`config.mk`:
```
export PLATFORM = sky130hd
export DESIGN_NAME = stream_demux_1ton
export DESIGN_NICKNAME = d
export VERILOG_FILES = /design/src/rtl/stream_demux_1ton.sv
export SDC_FILE = /design/constraint.sdc
export NUM_CORES = 1
export LEC_CHECK = 0
export ABC_CLOCK_PERIOD_IN_PS = 1800
export CAP_MARGIN = 30
export CORE_MARGIN = 2
export CORE_UTILIZATION = 40
export CTS_CLUSTER_DIAMETER = 150
export DETAILED_ROUTE_END_ITERATION = 10
export PLACE_DENSITY = 0.84
export SYNTH_ARGS = -nofsm -noshare
export SYNTH_HDL_FRONTEND = slang
export SYNTH_SLANG_ARGS = --single-unit
export TNS_END_PERCENT = 20
```
`constraint.sdc`:
```
create_clock -name clk -period 1.8 [get_ports clk]
set_input_delay 0.45 -clock clk [delete_from_list [all_inputs] [get_ports clk]]
set_output_delay 0.45 -clock clk [all_outputs]
set_load 0.01 [all_outputs]
```
`src/rtl/stream_demux_1ton.sv`:
```
// stream_demux_1ton: 1-to-N valid/ready stream demultiplexer.
// Each input beat goes to the output channel named by s_sel. Every channel
// owns a one-entry registered slice, so a stalled consumer only blocks beats
// addressed to that consumer. Beats with s_sel >= N are accepted, dropped and
// reported by a one-cycle err_sel pulse.
// Optional feature: define DEMUX_CNT_EN to add per-channel saturating 16-bit
// delivered-beat counters on the cnt port.
module stream_demux_1ton #(
  parameter int unsigned width = 32,
  parameter int unsigned N     = 8
) (
  input  logic                   clk,
  input  logic                   rst_n,
  input  logic                   s_valid,
  output logic                   s_ready,
  input  logic [width-1:0]       s_data,
  input  logic [$clog2(N)-1:0]   s_sel,
  output logic [N-1:0]           m_valid,
  input  logic [N-1:0]           m_ready,
  output logic [width-1:0]       m_data [N],
  output logic                   err_sel
`ifdef DEMUX_CNT_EN
  ,
  output logic [15:0]            cnt [N]
`endif
);

  localparam int unsigned SEL_W = $clog2(N);
  localparam int unsigned CNT_W = 16;

  logic [N-1:0]     v_q;
  logic [width-1:0] r_q [N];
  logic             err_q;

  logic [N-1:0]     hit_c;
  logic [N-1:0]     load_c;
  logic [N-1:0]     drain_c;
  logic             in_range_c;
  logic             accept_c;

  // Select range check; only a real comparison when N is not a power of two.
  if ((1 << SEL_W) == N) begin : g_pow2
    assign in_range_c = 1'b1;
  end else begin : g_npow2
    assign in_range_c = (32'(s_sel) < N);
  end

  // One-hot decode of the destination channel.
  always_comb begin
    hit_c = '0;
    for (int unsigned i = 0; i < N; i++) begin
      hit_c[i] = (s_sel == SEL_W'(i));
    end
  end

  // Ready: dropped beats always pass; otherwise the target slice must be free
  // or draining this cycle.
  assign s_ready  = !in_range_c || (|(hit_c & (~v_q | m_ready)));
  assign accept_c = s_valid && s_ready;
  assign load_c   = hit_c & {N{accept_c && in_range_c}};
  assign drain_c  = v_q & m_ready;

  // Per-channel slices: a load wins over a drain so one beat per cycle flows.
  always_ff @(posedge clk or negedge rst_n) begin
    if (!rst_n) begin
      v_q <= '0;
      for (int unsigned i = 0; i < N; i++) begin
        r_q[i] <= '0;
      end
    end else begin
      for (int unsigned i = 0; i < N; i++) begin
        if (load_c[i]) begin
          v_q[i] <= 1'b1;
          r_q[i] <= s_data;
        end else if (drain_c[i]) begin
          v_q[i] <= 1'b0;
        end
      end
    end
  end

  // Out-of-range drop indication, registered for exactly one cycle.
  always_ff @(posedge clk or negedge rst_n) begin
    if (!rst_n) begin
      err_q <= 1'b0;
    end else begin
      err_q <= accept_c && !in_range_c;
    end
  end

  assign m_valid = v_q;
  assign m_data  = r_q;
  assign err_sel = err_q;

`ifdef DEMUX_CNT_EN
  logic [CNT_W-1:0] cnt_q [N];

  // Delivered-beat counters, saturating at all ones.
  always_ff @(posedge clk or negedge rst_n) begin
    if (!rst_n) begin
      for (int unsigned i = 0; i < N; i++) begin
        cnt_q[i] <= '0;
      end
    end else begin
      for (int unsigned i = 0; i < N; i++) begin
        if (drain_c[i] && (cnt_q[i] != {CNT_W{1'b1}})) begin
          cnt_q[i] <= cnt_q[i] + CNT_W'(1);
        end
      end
    end
  end

  assign cnt = cnt_q;
`endif

endmodule
```
==> flow_metrics.env <==
export IMPL_vias_per_cell=4.898
export IMPL_synth_xor_area_share=0
export IMPL_tns_ns=-7.804
export IMPL_final_net_count=1003
export IMPL_grt_max_degree=52
export IMPL_syn_to_final_growth_pct=46.58
export IMPL_ioPinCount=312
export IMPL_drive_above_1_share=0.3912
export IMPL_period_share=1.288
export IMPL_cp_arrival_ns=1.87
export IMPL_setup_violations=33
export IMPL_pre_cts_ws_ns=-1.018
export IMPL_swShare=0.2643
export IMPL_synth_fp_nets=633
export IMPL_vdd_drop_max_mv=0.7994
export IMPL_outcome="finished with violations"
export IMPL_ant_nets=0
export IMPL_power_mw=19.19
export IMPL_totalWireLength_um=28480
export IMPL_p_comb_frac=0.239
export IMPL_cp_start_kind="flip-flop"
export IMPL_slowest_stage="mux4_2"
export IMPL_synthMuxAreaShare=0.3066
export IMPL_grt_overflow=0
export IMPL_leakagePower_nw=7.296
export IMPL_cts_root_buf="clkbuf_16"
export IMPL_max_stage_delay_ns=0.47
export IMPL_grt_pass1_wl_um=43310
export IMPL_core_area_um2=25250
export IMPL_clk_pin_slew_ns=0.06
export IMPL_ys_warn_count=0
export IMPL_clk_path_buf_depth=3
export IMPL_finalMaxSlewViolations=0
export IMPL_vias=6426
export IMPL_netSwitchingPower_mw=5.072
export IMPL_critical_path_class="reg -> out"
export IMPL_cts_tree="built"
export IMPL_dp_hpwl_um=18960
export IMPL_crit_chain="nor2b_1, mux4_2, mux2i_2, buf_2"
export IMPL_wl_met2_um=13950
export IMPL_ys_ff_latch=264
export IMPL_worst_path_buf_inv=1
export IMPL_hold_viol=0
export IMPL_max_freq_ghz=0.4313
export IMPL_path_delay_family="multiplexers"
export IMPL_required_ns=1.35
export IMPL_synth_simple_gate_area_frac=0.02392
export IMPL_end_kind="output port"
export IMPL_synth_adder_area_share=0
export IMPL_rsz0062_at_grt="true"
export IMPL_start_util=0.4080
export IMPL_wl_met3_um=1968
export IMPL_hold_class="in -> reg"
export IMPL_io_buffer_count=310
export IMPL_synth_cell_types=32
export IMPL_synthCells=587
export IMPL_ys_seq_area_frac=0.6411
export IMPL_synth_top_family_by_area="multiplexers"
export IMPL_fp_dieH_um=164.5
export IMPL_skew_ns=0.009502
export IMPL_violations="setup timing"
export IMPL_synth_compound_area_frac=0.001578
export IMPL_avgSynthCellArea_um2=17.56
export IMPL_internal_power_mw=14.12
export IMPL_synthesis_area_um2=10300
export IMPL_period_minus_slack_ns=2.318
export IMPL_numCtsBuffers=28
export IMPL_wl_per_cell_um=21.71
export IMPL_design_die_area_um2=27060
export IMPL_routabilityCongestion=0.7769
export IMPL_rows=58
export IMPL_m1WireLength_um=11790
export IMPL_highest_layer="met4"
export IMPL_seqPwrFrac=0.413
export IMPL_clock_power_share=0.347
export IMPL_hold_ws_ns=0.4166
export IMPL_track_usage=0.2116
export IMPL_die_width_um=164.5
export IMPL_crit_fanout=2
export IMPL_drtPass1Iterations=4
export IMPL_drc=0
export IMPL_worst_slack_ns=-0.5184
export IMPL_antenna_found_initial=3
export IMPL_htree_levels=1
export IMPL_utilization=0.5981
export IMPL_cap_viol_max_count=0
export IMPL_dr_first_iter_drc_count=295
export IMPL_power_density_nw_per_um2=1270
export IMPL_clk_insertion_delay_late_ns=0.53
export IMPL_clock_sinks=264
export IMPL_first_global_vias=7010
==> cell type report <==
cell class | instances | area (µm²)
clock inverter | 12 | 272.8
timing repair buffer | 370 | 3495
tap | 330 | 412.9
fill | 2036 | 10150
antenna | 3 | 7.507
multi-input combinational | 292 | 3490
inverter | 1 | 3.754
clock buffer | 40 | 817.0
sequential | 264 | 6606
==> metal layers <==
metal  global-route usage  vias to the layer above
met5                    0                        -
met4              0.06206                        0
met3              0.05424                       52
met2               0.3530                      236
met1               0.2737                     3303
li1                     -                     2835
==> sequential cells by signal, summed over array words and instances, names as in the netlist <==
signal / count
m_data: 256
m_valid: 8
==> synth_stat cells, drive strengths merged <==
cell	count	share of area
a21o	1	0.00073
nor4	2	0.0041
mux2i	1	0.00097
or4	2	0.0018
a31o	1	0.00085
nand2b	4	0.0032
nand2	2	0.00097
nand4	1	0.00061
nor4b	1	0.0023
buf	30	0.026
nor2b	8	0.0049
nand3	2	0.00097
nor2	1	0.00036
dfrtp	264	0.64
or3	1	0.00061
inv	1	0.00036
or2	3	0.0018
mux2	256	0.30
nor3	2	0.0015
mux4	2	0.0044
conb	1	0.00036
and2b	1	0.00085
==> logic make-up after synthesis <==
logic type | after synthesis
mux | 259
buf+inv | 31
flops | 264
compound gates | 2
simple gates | 30
other cells | 1
==> cells in the final DEF (no fill, tap or decap), types with 2 or more instances in the layout <==
cell / count
buf_4: 39
clkdlybuf4s50_1: 42
mux2_2: 184
inv_6: 2
clkbuf_1: 6
mux4_2: 2
clkinvlp_4: 2
nor2b_1: 3
mux2_1: 11
buf_6: 5
mux2_4: 61
buf_8: 3
buf_12: 17
or2_2: 3
diode_2: 3
clkbuf_8: 5
clkbuf_2: 2
nor4_4: 2
buf_16: 2
nand2b_1: 3
or4_4: 2
bufinv_16: 8
dlygate4sd2_1: 258
dfrtp_1: 264
nor2b_4: 4
clkbuf_16: 29
==> worst min-delay path, stage by stage <==
cell      delay (ns)
clkbuf_2        0.14
buf_4           0.19
nand3_1         0.08
nand2_1         0.05
==> per-stage QoR <==
| step | cell area (µm²) | cells |
|---|---|---|
| detailed placement | 14140 | 1245 |
| floorplan | 10310 | 587 |
| CTS | 15080 | 1307 |
| finish | 15100 | 1312 |
| global placement | 14140 | 1245 |
| global route | 15100 | 1312 |
==> path summary, 6_finish.rpt <==
kind,to,cells after the start,startpoint,slack (ns)
worst max register to register,m_data[169]$_DFFE_PN0P_,8,m_valid[2]$_DFFE_PN0P_,-0.31
worst min-delay path,m_valid[3]$_DFFE_PN0P_,4,s_sel[1],0.42
worst min register to register,m_data[195]$_DFFE_PN0P_,1,m_data[195]$_DFFE_PN0P_,0.49
min in group asynchronous,m_data[118]$_DFFE_PN0P_,2,rst_n,0.43
worst max-delay path,s_ready,4,m_valid[3]$_DFFE_PN0P_,-0.52
max in group asynchronous,m_data[15]$_DFFE_PN0P_,3,rst_n,0.73
==> power groups by stage <==
| stage | logic [mW] | clock network [mW] | registers [mW] |
|---|---|---|---|
| 6_report | 4.60 | 6.67 | 7.93 |
| 3_3_place_gp | 5.41 | 0 | 7.98 |
| 5_1_grt | 4.90 | 7.05 | 8.09 |
| 3_5_place_dp | 5.52 | 0 | 8.06 |
| 4_1_cts | 4.66 | 6.80 | 7.93 |
| 2_1_floorplan | 1.43 | 0 | 8.60 |
==> what timing repair did <==
| action | in CTS | in global routing |
|---|---|---|
| buffers inserted | 5 | 4 |
| hold endpoints to repair | 41 | 0 |
| cloned | 4 | 0 |
| endpoints found under the setup margin | 396 | 103 |
| gates resized for setup | 289 | 16 |
| hold buffers | 1 | 0 |
Power figures use the tool's default switching activity.
